<file path="config.mk">
export PLATFORM = sky130hd
export DESIGN_NAME = ac_frame_ctrl
export DESIGN_NICKNAME = d
export VERILOG_FILES = /design/src/rtl/ac_frame_ctrl.sv
export SDC_FILE = /design/constraint.sdc
export NUM_CORES = 1
export LEC_CHECK = 0
export CAP_MARGIN = 30
export CELL_PAD_IN_SITES_DETAIL_PLACEMENT = 1
export CELL_PAD_IN_SITES_GLOBAL_PLACEMENT = 2
export CORE_MARGIN = 8
export CORE_UTILIZATION = 28
export CTS_BUF_LIST = sky130_fd_sc_hd__clkbuf_16
export DETAILED_ROUTE_END_ITERATION = 6
export MAX_ROUTING_LAYER = met4
export PLACE_DENSITY_LB_ADDON = 0.1
export SYNTH_ARGS = -nofsm -noshare
export SYNTH_HDL_FRONTEND = slang
export SYNTH_SLANG_ARGS = --single-unit
</file>
<file path="constraint.sdc">
create_clock -name clk -period 7.6 [get_ports clk]
set_clock_uncertainty 0.05 [all_clocks]
set_input_delay 1.52 -clock clk [delete_from_list [all_inputs] [get_ports clk]]
set_output_delay 1.52 -clock clk [all_outputs]
set_load 0.005 [all_outputs]
</file>
<file path="src/rtl/ac_frame_ctrl.sv">
// Frame-level access controller for the up-sampling core: AXI-Lite register file,
// input-stream gating, output tlast/tuser regeneration and done interrupt.
// Optional build macro AC_TLAST_CHECK_EN enables input tlast checking (STATUS.ERR).
module ac_frame_ctrl #(
  parameter int DATA_WIDTH = 24,
  parameter int DIM_WIDTH  = 12,
  parameter int SCALE_LOG2 = 2
) (
  input  logic                  clk,
  input  logic                  rst,
  input  logic [7:0]            s_axil_awaddr,
  input  logic                  s_axil_awvalid,
  output logic                  s_axil_awready,
  input  logic [31:0]           s_axil_wdata,
  input  logic                  s_axil_wvalid,
  output logic                  s_axil_wready,
  output logic [1:0]            s_axil_bresp,
  output logic                  s_axil_bvalid,
  input  logic                  s_axil_bready,
  input  logic [7:0]            s_axil_araddr,
  input  logic                  s_axil_arvalid,
  output logic                  s_axil_arready,
  output logic [31:0]           s_axil_rdata,
  output logic [1:0]            s_axil_rresp,
  output logic                  s_axil_rvalid,
  input  logic                  s_axil_rready,
  input  logic [DATA_WIDTH-1:0] s_axis_tdata,
  input  logic                  s_axis_tvalid,
  output logic                  s_axis_tready,
  input  logic                  s_axis_tlast,
  output logic [DATA_WIDTH-1:0] us_in_data,
  output logic                  us_in_valid,
  input  logic                  us_in_ready,
  input  logic [DATA_WIDTH-1:0] us_out_data,
  input  logic                  us_out_valid,
  output logic                  us_out_ready,
  output logic [DATA_WIDTH-1:0] m_axis_tdata,
  output logic                  m_axis_tvalid,
  input  logic                  m_axis_tready,
  output logic                  m_axis_tlast,
  output logic                  m_axis_tuser,
  output logic                  interrupt_updone
);

  localparam int CW = DIM_WIDTH + SCALE_LOG2;

  localparam logic [0:0] ST_IDLE = 1'b0;
  localparam logic [0:0] ST_RUN  = 1'b1;

  localparam logic [5:0] A_CTRL   = 6'h00;
  localparam logic [5:0] A_STATUS = 6'h01;
  localparam logic [5:0] A_SRCW   = 6'h02;
  localparam logic [5:0] A_SRCH   = 6'h03;

  logic [0:0]           state_q, state_d;
  logic                 irq_en_q, irq_en_d;
  logic                 done_q, done_d;
  logic                 err_q;
  logic [DIM_WIDTH-1:0] src_w_q, src_w_d;
  logic [DIM_WIDTH-1:0] src_h_q, src_h_d;
  logic                 in_active_q, in_active_d;
  logic [DIM_WIDTH-1:0] in_col_q, in_col_d;
  logic [DIM_WIDTH-1:0] in_row_q, in_row_d;
  logic [CW-1:0]        out_col_q, out_col_d;
  logic [CW-1:0]        out_row_q, out_row_d;
  logic                 bvalid_q, bvalid_d;
  logic                 rvalid_q, rvalid_d;
  logic [31:0]          rdata_q, rdata_d;

  logic                 busy;
  logic                 wr_fire, rd_fire;
  logic [5:0]           wr_idx, rd_idx;
  logic                 wr_ctrl, wr_status, wr_srcw, wr_srch;
  logic                 start_ok;
  logic                 in_fire, in_col_last, in_row_last;
  logic                 out_fire, out_col_last, out_row_last, frame_end;
  logic [CW-1:0]        out_col_max, out_row_max;
  logic [31:0]          rd_word;
  logic                 unused_ok;

  assign busy    = (state_q == ST_RUN);
  assign wr_fire = s_axil_awvalid & s_axil_wvalid & ~bvalid_q;
  assign rd_fire = s_axil_arvalid & ~rvalid_q;
  assign wr_idx  = s_axil_awaddr[7:2];
  assign rd_idx  = s_axil_araddr[7:2];

  assign wr_ctrl   = wr_fire && (wr_idx == A_CTRL);
  assign wr_status = wr_fire && (wr_idx == A_STATUS);
  assign wr_srcw   = wr_fire && (wr_idx == A_SRCW);
  assign wr_srch   = wr_fire && (wr_idx == A_SRCH);

  assign start_ok = wr_ctrl & s_axil_wdata[0] & ~busy &
                    (src_w_q != '0) & (src_h_q != '0);

  // Input geometry is in source pixels; output geometry is scaled by shifting.
  assign in_col_last = (in_col_q == src_w_q - DIM_WIDTH'(1));
  assign in_row_last = (in_row_q == src_h_q - DIM_WIDTH'(1));
  assign in_fire     = s_axis_tvalid & s_axis_tready;

  assign out_col_max  = (CW'(src_w_q) << SCALE_LOG2) - CW'(1);
  assign out_row_max  = (CW'(src_h_q) << SCALE_LOG2) - CW'(1);
  assign out_col_last = (out_col_q == out_col_max);
  assign out_row_last = (out_row_q == out_row_max);
  assign out_fire     = us_out_valid & m_axis_tready & busy;
  assign frame_end    = out_fire & out_col_last & out_row_last;

  assign s_axis_tready = us_in_ready & in_active_q & busy;
  assign us_in_valid   = s_axis_tvalid & in_active_q & busy;
  assign us_in_data    = s_axis_tdata;
  assign us_out_ready  = m_axis_tready & busy;
  assign m_axis_tvalid = us_out_valid & busy;
  assign m_axis_tdata  = us_out_data;
  assign m_axis_tlast  = busy & out_col_last;
  assign m_axis_tuser  = busy & (out_col_q == '0) & (out_row_q == '0);

  assign s_axil_awready   = wr_fire;
  assign s_axil_wready    = wr_fire;
  assign s_axil_arready   = rd_fire;
  assign s_axil_bvalid    = bvalid_q;
  assign s_axil_bresp     = 2'b00;
  assign s_axil_rvalid    = rvalid_q;
  assign s_axil_rdata     = rdata_q;
  assign s_axil_rresp     = 2'b00;
  assign interrupt_updone = irq_en_q & (done_q | err_q);

  assign unused_ok = ^{s_axil_awaddr[1:0], s_axil_araddr[1:0], s_axil_wdata, s_axis_tlast};

  always_comb begin
    rd_word = 32'h0;
    case (rd_idx)
      A_CTRL:   rd_word = {30'h0, irq_en_q, 1'b0};
      A_STATUS: rd_word = {29'h0, err_q, done_q, busy};
      A_SRCW:   rd_word = 32'(src_w_q);
      A_SRCH:   rd_word = 32'(src_h_q);
      default:  rd_word = 32'h0;
    endcase
  end

  always_comb begin
    state_d     = state_q;
    irq_en_d    = irq_en_q;
    src_w_d     = src_w_q;
    src_h_d     = src_h_q;
    in_active_d = in_active_q;
    in_col_d    = in_col_q;
    in_row_d    = in_row_q;
    out_col_d   = out_col_q;
    out_row_d   = out_row_q;
    bvalid_d    = wr_fire | (bvalid_q & ~s_axil_bready);
    rvalid_d    = rd_fire | (rvalid_q & ~s_axil_rready);
    rdata_d     = rd_fire ? rd_word : rdata_q;
    // A frame-end set takes priority over a simultaneous W1C.
    done_d      = frame_end | (done_q & ~(wr_status & s_axil_wdata[1]));

    if (wr_ctrl)            irq_en_d = s_axil_wdata[1];
    if (wr_srcw && !busy)   src_w_d  = s_axil_wdata[DIM_WIDTH-1:0];
    if (wr_srch && !busy)   src_h_d  = s_axil_wdata[DIM_WIDTH-1:0];

    if (start_ok) begin
      state_d     = ST_RUN;
      in_active_d = 1'b1;
      in_col_d    = '0;
      in_row_d    = '0;
      out_col_d   = '0;
      out_row_d   = '0;
    end

    if (busy && in_fire) begin
      if (in_col_last) begin
        in_col_d = '0;
        if (in_row_last) begin
          in_row_d    = '0;
          in_active_d = 1'b0;
        end else begin
          in_row_d = in_row_q + DIM_WIDTH'(1);
        end
      end else begin
        in_col_d = in_col_q + DIM_WIDTH'(1);
      end
    end

    if (out_fire) begin
      if (out_col_last) begin
        out_col_d = '0;
        if (out_row_last) begin
          out_row_d   = '0;
          state_d     = ST_IDLE;
          in_active_d = 1'b0;
        end else begin
          out_row_d = out_row_q + CW'(1);
        end
      end else begin
        out_col_d = out_col_q + CW'(1);
      end
    end
  end

  always_ff @(posedge clk) begin
    if (rst) begin
      state_q     <= ST_IDLE;
      irq_en_q    <= 1'b0;
      done_q      <= 1'b0;
      src_w_q     <= '0;
      src_h_q     <= '0;
      in_active_q <= 1'b0;
      in_col_q    <= '0;
      in_row_q    <= '0;
      out_col_q   <= '0;
      out_row_q   <= '0;
      bvalid_q    <= 1'b0;
      rvalid_q    <= 1'b0;
      rdata_q     <= '0;
    end else begin
      state_q     <= state_d;
      irq_en_q    <= irq_en_d;
      done_q      <= done_d;
      src_w_q     <= src_w_d;
      src_h_q     <= src_h_d;
      in_active_q <= in_active_d;
      in_col_q    <= in_col_d;
      in_row_q    <= in_row_d;
      out_col_q   <= out_col_d;
      out_row_q   <= out_row_d;
      bvalid_q    <= bvalid_d;
      rvalid_q    <= rvalid_d;
      rdata_q     <= rdata_d;
    end
  end

`ifdef AC_TLAST_CHECK_EN
  // Any accepted beat whose tlast disagrees with the column position flags ERR.
  logic err_set, err_d;
  assign err_set = busy & in_fire & (s_axis_tlast != in_col_last);
  assign err_d   = err_set | (err_q & ~(wr_status & s_axil_wdata[2]));

  always_ff @(posedge clk) begin
    if (rst) err_q <= 1'b0;
    else     err_q <= err_d;
  end
`else
  assign err_q = 1'b0;
`endif

endmodule

</file>
==> impl_metrics.csv, run 1 <==
group,metric,value,unit
worst_setup_path,crit_fanout,7,
worst_setup_path,worstSetupEndpointType,"output port",
cells_and_area,mostFrequentLayoutCells,"94 x dfxtp_1, 83 x nand2_1, 72 x a21oi_1, 57 x clkdlybuf4s50_1",
drt,highest_layer,"met4",
sta,finalSetupViolations,0,
placement,place_ws,2.75,ns
cells_and_area,final_common_cell,"dfxtp_1",
logic_synthesis,synth_area,6550,sq um
worst_setup_path,critPathLaunch,"src_w_q[0]",
drt,drc,0,
sta,fin_crit,4.98,ns
logic_synthesis,syn_inst,837,
global_route,antenna_found_initial,0,
global_route,grt_pass1_wl,34.3,mm
sta,slew_viol_final,0,
placement,gp_congestion,0.777,
pwr,p_per_area,145,nW/um^2
placement,post-dp-hpwl,16.4,mm
clocking,clockBufferDepth,2,
clocking,hold_buffers,0,
logic_synthesis,synth_warnings,0,
drt,wl,21.4,mm
placement,io_buffer_count,58,
sta,finalSetupTns,0,ns
sta,worst_slew_pin_slew,1.06,ns
clocking,clkLatencyLatePin,0.36,ns
worst_setup_path,arrival,3.41,ns
drt,firstDrtPassIters,4,
min_path,min-delay-path-class,"reg -> reg",
floorplan,core_area,23200,sq um
worst_setup_path,worstPathRequired,6.03,ns
sta,finalHoldViolCount,0,
status,outcome,"finished clean",
worst_setup_path,r2r_cells,9,
run,cap_violations,0,
clocking,cts_tree,"built",
logic_synthesis,synth_edf_count,0,
floorplan,rows,56,
pwr,irDropWorstVdd,0.0926,mV
worst_setup_path,cp_cell_sequence,"inv_1 > ha_1 > or4b_1 > nor3_1 > xnor2_1 > nand4_1 > nor4_1 > clkdlybuf4s50_1",
floorplan,die_w,169,um
sta,layout_worst_path_cycle_share,65.5,%
clocking,cts_resized,0,
logic_synthesis,synth.avg_cell_area,7.82,sq um
drt,wl_met1,10.1,mm
worst_setup_path,crit_path_top_delay_cell,"clkdlybuf4s50_1",
floorplan,initial_core_util,28.2,%
cells_and_area,finalNetCount,926,
worst_setup_path,critPathBufInv,2,
logic_synthesis,yosys_register_bits,94,
drt,drt_iter0_drc,309,
worst_setup_path,crit_family,"simple AND/OR/NAND/NOR gates",
clocking,ctsHtreeMaxLevel,3,
worst_setup_path,cp-start-kind,"flip-flop",
clocking,cts_setup_buffers,0,
clocking,clk_pin_slew,0.08,ns
clocking,cts-root-buf,"clkbuf_16",
cells_and_area,n_antenna_cell,0,
cells_and_area,area.growth.synth_to_final,9.44,%
clocking,numCtsBuffers,9,
global_route,grt_pass1_vias,5936,
clocking,clock_sinks,94,
floorplan,die_area,28500,sq um
pwr,leakage,2.58,nW
global_route,grt_max_degree,60,
sta,fmax,201,MHz
drt,route.detailed.wl_per_inst,18.9,um
drt,ant_nets,0,
sta,max_slew_margin,28.1,%
pwr,fin_total_pwr,1.04,mW
logic_synthesis,netlist.area_leader.share,28.7,%
logic_synthesis,async_reset_ff_share,0,%
cells_and_area,final_core_util,30.9,%
worst_setup_path,reg2reg_slack,3.64,ns
drt,vias,5823,
logic_synthesis,synth_area_leader_cell,"dfxtp_1",
worst_setup_path,crit_type,"reg -> out",
worst_setup_path,critical_path_depth,8,
global_route,track_usage,15.5,%
floorplan,pin_count,204,
logic_synthesis,ys_seq_area_share,28.7,%
global_route,grt-ovfl-total,0,
cells_and_area,drive_above_1_share,5.64,%
worst_setup_path,r2r_start,"src_h_q[0]",
logic_synthesis,synth_cell_types,71,
drt,met2_length,10.1,mm
logic_synthesis,yosys-top-cells-area,"dfxtp_1 29%, buf_4 8.5%, a21oi_1 5.5%",
drt,vias_per_cell,5.13,
drt,wl_met3,731,um
logic_synthesis,synth_flop_cell,"dfxtp_1",
worst_setup_path,crit_end,"m_axis_tlast",
sta,rsz0062_at_grt,"no",
worst_setup_path,max_stage_delay,0.59,ns
floorplan,dieHeight,169,um
worst_setup_path,worstReg2RegEnd,"out_col_q[2]",
sta,setup_ws,2.62,ns
per-layer routing:
layer / track usage (%) / vias up
met5: - / -
met4: 5.98 / 0
li1: - / 2813
met2: 24.7 / 115
met1: 19.6 / 2863
met3: 2.28 / 32
cell usage after synthesis, types with 9 or more instances:
cell type and number:
a21oi_1 72, a221oi_1 11, a31oi_1 12, and3_1 29, buf_4 74, clkbuf_1 35, dfxtp_1 94, inv_1 31
mux2i_1 12, nand2_1 83, nand2b_1 32, nand3_1 40, nor2_1 40, nor3_1 27, nor4_1 15, o21ai_0 22
or3_1 9, xnor2_1 36, xor2_1 22
kinds of logic after synthesis:
kind of cell	count (synthesis)	share of synthesized area, %
AOI/OAI and AO/OA	173	17.3
xor gates and xnor gates	61	8.79
adders and majority gates	9	1.68
buffers and inverters	153	13.4
DFF	94	28.7
muxes	15	2.58
other	1	0.0573
and+or+nand+nor	331	27.5
sequential cells by signal, indices dropped and copies added, names as in the netlist:
signal         count
done_q             1
s_axil_rvalid      1
irq_en_q           1
out_row_q         14
in_active_q        1
s_axil_bvalid      1
in_col_q          12
src_w_q           12
s_axil_rdata      12
busy               1
in_row_q          12
src_h_q           12
out_col_q         14
power by group:
group / internal [mW] / leakage (nW) / switching (mW)
clock network: 0.231 / 0.140 / 0.239
logic: 0.0345 / 1.68 / 0.0363
registers: 0.496 / 0.759 / 0.00307
total: 0.762 / 2.58 / 0.278
final cells by class:
| type | count | area (sq um) |
|---|---|---|
| Clock buffer | 9 | 225 |
| Multi-Input combinational cell | 613 | 3880 |
| Sequential cell | 94 | 1880 |
| Inverter | 31 | 116 |
| Fill cell | 2778 | 16000 |
| Timing Repair Buffer | 61 | 602 |
| Tap cell | 319 | 399 |
| Clock inverter | 7 | 65.1 |
tightest hold or removal path, delay by kind of cell (launching register included):
family	cells	cell delay (ns)
compound gates	1	0.06
simple gates	1	0.07
flops	1	0.33
worst min path at each step:
stage	from	to	slack, ns	cells past startpoint
after floorplan	src_w_q[1]	src_w_q[1]	0.40	2
after global placement	s_axil_bvalid	s_axil_bvalid	0.42	2
after detailed placement	s_axil_rvalid	s_axil_rvalid	0.43	2
after CTS	s_axil_rvalid	s_axil_rvalid	0.44	2
after global routing	s_axil_bvalid	s_axil_bvalid	0.47	2
final	s_axil_rvalid	s_axil_rvalid	0.44	2
stage by stage:
stage / cells / hold slack [ns] / area [sq um]
after floorplan: 860 / 0.401 / 6640
after global placement: 1116 / 0.418 / 6860
after detailed placement: 1116 / 0.429 / 6860
after CTS: 1132 / 0.444 / 7150
after global routing: 1134 / 0.472 / 7170
final: 1134 / 0.441 / 7170
No activity file was read; power rests on OpenSTA's default activity.
==> run 2: changes to the inputs <==
--- a/config.mk
+++ b/config.mk
@@ -9,7 +9,7 @@
 export CELL_PAD_IN_SITES_DETAIL_PLACEMENT = 1
 export CELL_PAD_IN_SITES_GLOBAL_PLACEMENT = 2
 export CORE_MARGIN = 8
-export CORE_UTILIZATION = 28
+export CORE_UTILIZATION = 24
 export CTS_BUF_LIST = sky130_fd_sc_hd__clkbuf_16
 export DETAILED_ROUTE_END_ITERATION = 6
 export MAX_ROUTING_LAYER = met4
==> constraint.sdc (replaced) <==
create_clock -name clk -period 4.5 [get_ports clk]
set_clock_uncertainty 0.05 [all_clocks]
set_input_delay 0.9 -clock clk [delete_from_list [all_inputs] [get_ports clk]]
set_output_delay 0.9 -clock clk [all_outputs]
set_load 0.005 [all_outputs]
==> run 2 against run 1 <==
  * Largest power group unchanged
  * Non-clock buffer count rose by 12
  * Clock power increased by 73%
  * Via count is essentially flat
  * Sequential cell count did not move
  * Combinational power rose by 74%
  * Sequential share of layout area shrank 0.45 points
  * Critical path type unchanged
==> impl_metrics.csv, run 2 (synthesis results as in run 1) <==
group,metric,value,unit
status,outcome,"finished clean",
floorplan,pin_count,204,
global_route,grt_pass1_vias,6044,
cells_and_area,multi_input_area,3880,sq um
cells_and_area,finalNetCount,938,
floorplan,initial_core_util,24.4,%
clocking,ctsHtreeMaxLevel,3,
global_route,antenna_found_initial,0,
drt,drc,0,
pwr,p_per_area,244,nW/um^2
clocking,clockBufferDepth,2,
global_route,grt_max_degree,45,
global_route,met2_usage,23.2,%
global_route,grt-ovfl-total,0,
drt,vias,5824,
worst_setup_path,worstSetupEndpointType,"output port",
placement,dpl_cell_area,6990,sq um
drt,wl,22.8,mm
clocking,hold_buffers,0,
cells_and_area,drive_above_1_share,7.13,%
run,cap_violations,0,
global_route,top_usage_layer,"met2",
cells_and_area,area.growth.synth_to_final,11.4,%
placement,post-dp-hpwl,17.7,mm
clocking,clk_pin_slew,0.09,ns
pwr,internal_power,1.30,mW
floorplan,die_area,32800,sq um
worst_setup_path,crit_type,"reg -> out",
sta,rsz0062_at_grt,"no",
cells_and_area,register_area,1880,sq um
floorplan,rows,60,
sta,slew_viol_final,0,
min_path,min-delay-path-class,"reg -> reg",
global_route,grt_use_met1,17.2,%
sta,finalSetupViolations,0,
pwr,seqPwrFrac,47.3,%
sta,fin_crit,4.27,ns
clocking,clock_sinks,94,
pwr,leakage,2.65,nW
drt,vias_per_cell,4.99,
floorplan,core_area,26900,sq um
sta,fmax,234,MHz
cells_and_area,final_area,7290,sq um
placement,post-place-cells,1152,
pwr,clkPwrFrac,45.7,%
sta,finalSetupTns,0,ns
worst_setup_path,cp-start-kind,"flip-flop",
pwr,irDropWorstVdd,0.148,mV
placement,io_buffer_count,58,
drt,firstDrtPassIters,4,
sta,finalHoldViolCount,0,
pwr,swShare,27.3,%
pwr,comb_power_share,6.9,%
worst_setup_path,crit_fanout,7,
worst_setup_path,arrival,3.32,ns
cells_and_area,mostFrequentLayoutCells,"94 x dfxtp_1, 83 x nand2_1, 72 x a21oi_1, 57 x clkdlybuf4s50_1",
sta,worst_slew_pin_slew,0.904,ns
clocking,cts-root-buf,"clkbuf_16",
sta,max_slew_margin,39.4,%
placement,gp_congestion,0.799,
clocking,cts_tree,"built",
global_route,met3_usage,2.19,%
clocking,clkLatencyLatePin,0.36,ns
worst_setup_path,worstPathRequired,3.55,ns
cells_and_area,n_antenna_cell,0,
cells_and_area,reg_top3,"out_col_q: 14 flops, out_row_q: 14 flops",
global_route,track_usage,14.0,%
cells_and_area,final_common_cell,"dfxtp_1",
drt,route.detailed.wl_per_inst,19.5,um
cells_and_area,instances_no_fill,1168,
floorplan,dieHeight,181,um
floorplan,die_w,181,um
clocking,numCtsBuffers,9,
cells_and_area,fillCellCount,3207,
drt,ant_nets,0,
pwr,p_switching,0.486,mW
global_route,grt_pass1_wl,35.6,mm
sta,layout_worst_path_cycle_share,94.9,%
drt,drt_iter0_drc,269,
## run 2: layout make-up
type                    instances  share of cell area, %
well taps                     341                   5.85
multi-input cells             613                   53.3
flip-flops and latches         94                   25.8
repair buffers                 73                   9.44
clock inverters                 7                  0.978
inverters                      31                   1.60
clock buffers                   9                   3.09
## run 2: power by group through the flow
stage,clock [mW],combinational [mW],sequential [mW]
global route,0.878,0.137,0.845
detailed placement,0,0.124,0.864
floorplan,0,0.101,0.863
CTS,0.856,0.125,0.844
finish,0.815,0.123,0.844
global placement,0,0.123,0.863
## run 2: routing by layer
| metal | vias up | wire (um) |
|---|---|---|
| met5 | - | 0 |
| met2 | 124 | 10900 |
| met3 | 24 | 805 |
| li1 | 2842 | - |
| met4 | 0 | 430 |
| met1 | 2834 | 10700 |
## run 2: metrics by stage
step           power [mW]  worst slack [ns]  hold WS [ns]  util, %
2_1_floorplan       0.964              1.34         0.401        -
3_3_place_gp        0.986             0.421         0.417     26.0
3_5_place_dp        0.988             0.426         0.428     26.0
4_1_cts              1.82             0.132         0.443     27.1
5_1_grt              1.86            0.0115         0.458     27.1
6_report             1.78             0.227         0.436     27.1
## run 2: path summary, 6_finish.rpt
| path | start | endpoint | slack (ns) | cells past startpoint |
|---|---|---|---|---|
| setup reg to reg | src_h_q[0] | out_row_q[9] | 0.69 | 10 |
| setup / recovery | src_w_q[0] | m_axis_tlast | 0.23 | 8 |
| hold / removal | s_axil_bvalid | s_axil_bvalid | 0.44 | 2 |
| hold reg to reg | s_axil_bvalid | s_axil_bvalid | 0.44 | 2 |
## run 2: critical path, cell delays in order, from the launching register on
cell and delay [ns]:
dfxtp_1 0.41, inv_1 0.09, ha_1 0.28, or4b_1 0.53, nor3_1 0.43, xnor2_1 0.17
nand4_1 0.18, nor4_2 0.29, clkdlybuf4s50_1 0.58
## run 2: timing repair
item | CTS | global route
endpoints found under the hold margin | 0 | 0
gates resized for setup | 1 | 0
buffers inserted | 0 | 0
setup endpoints to repair | 1 | 0
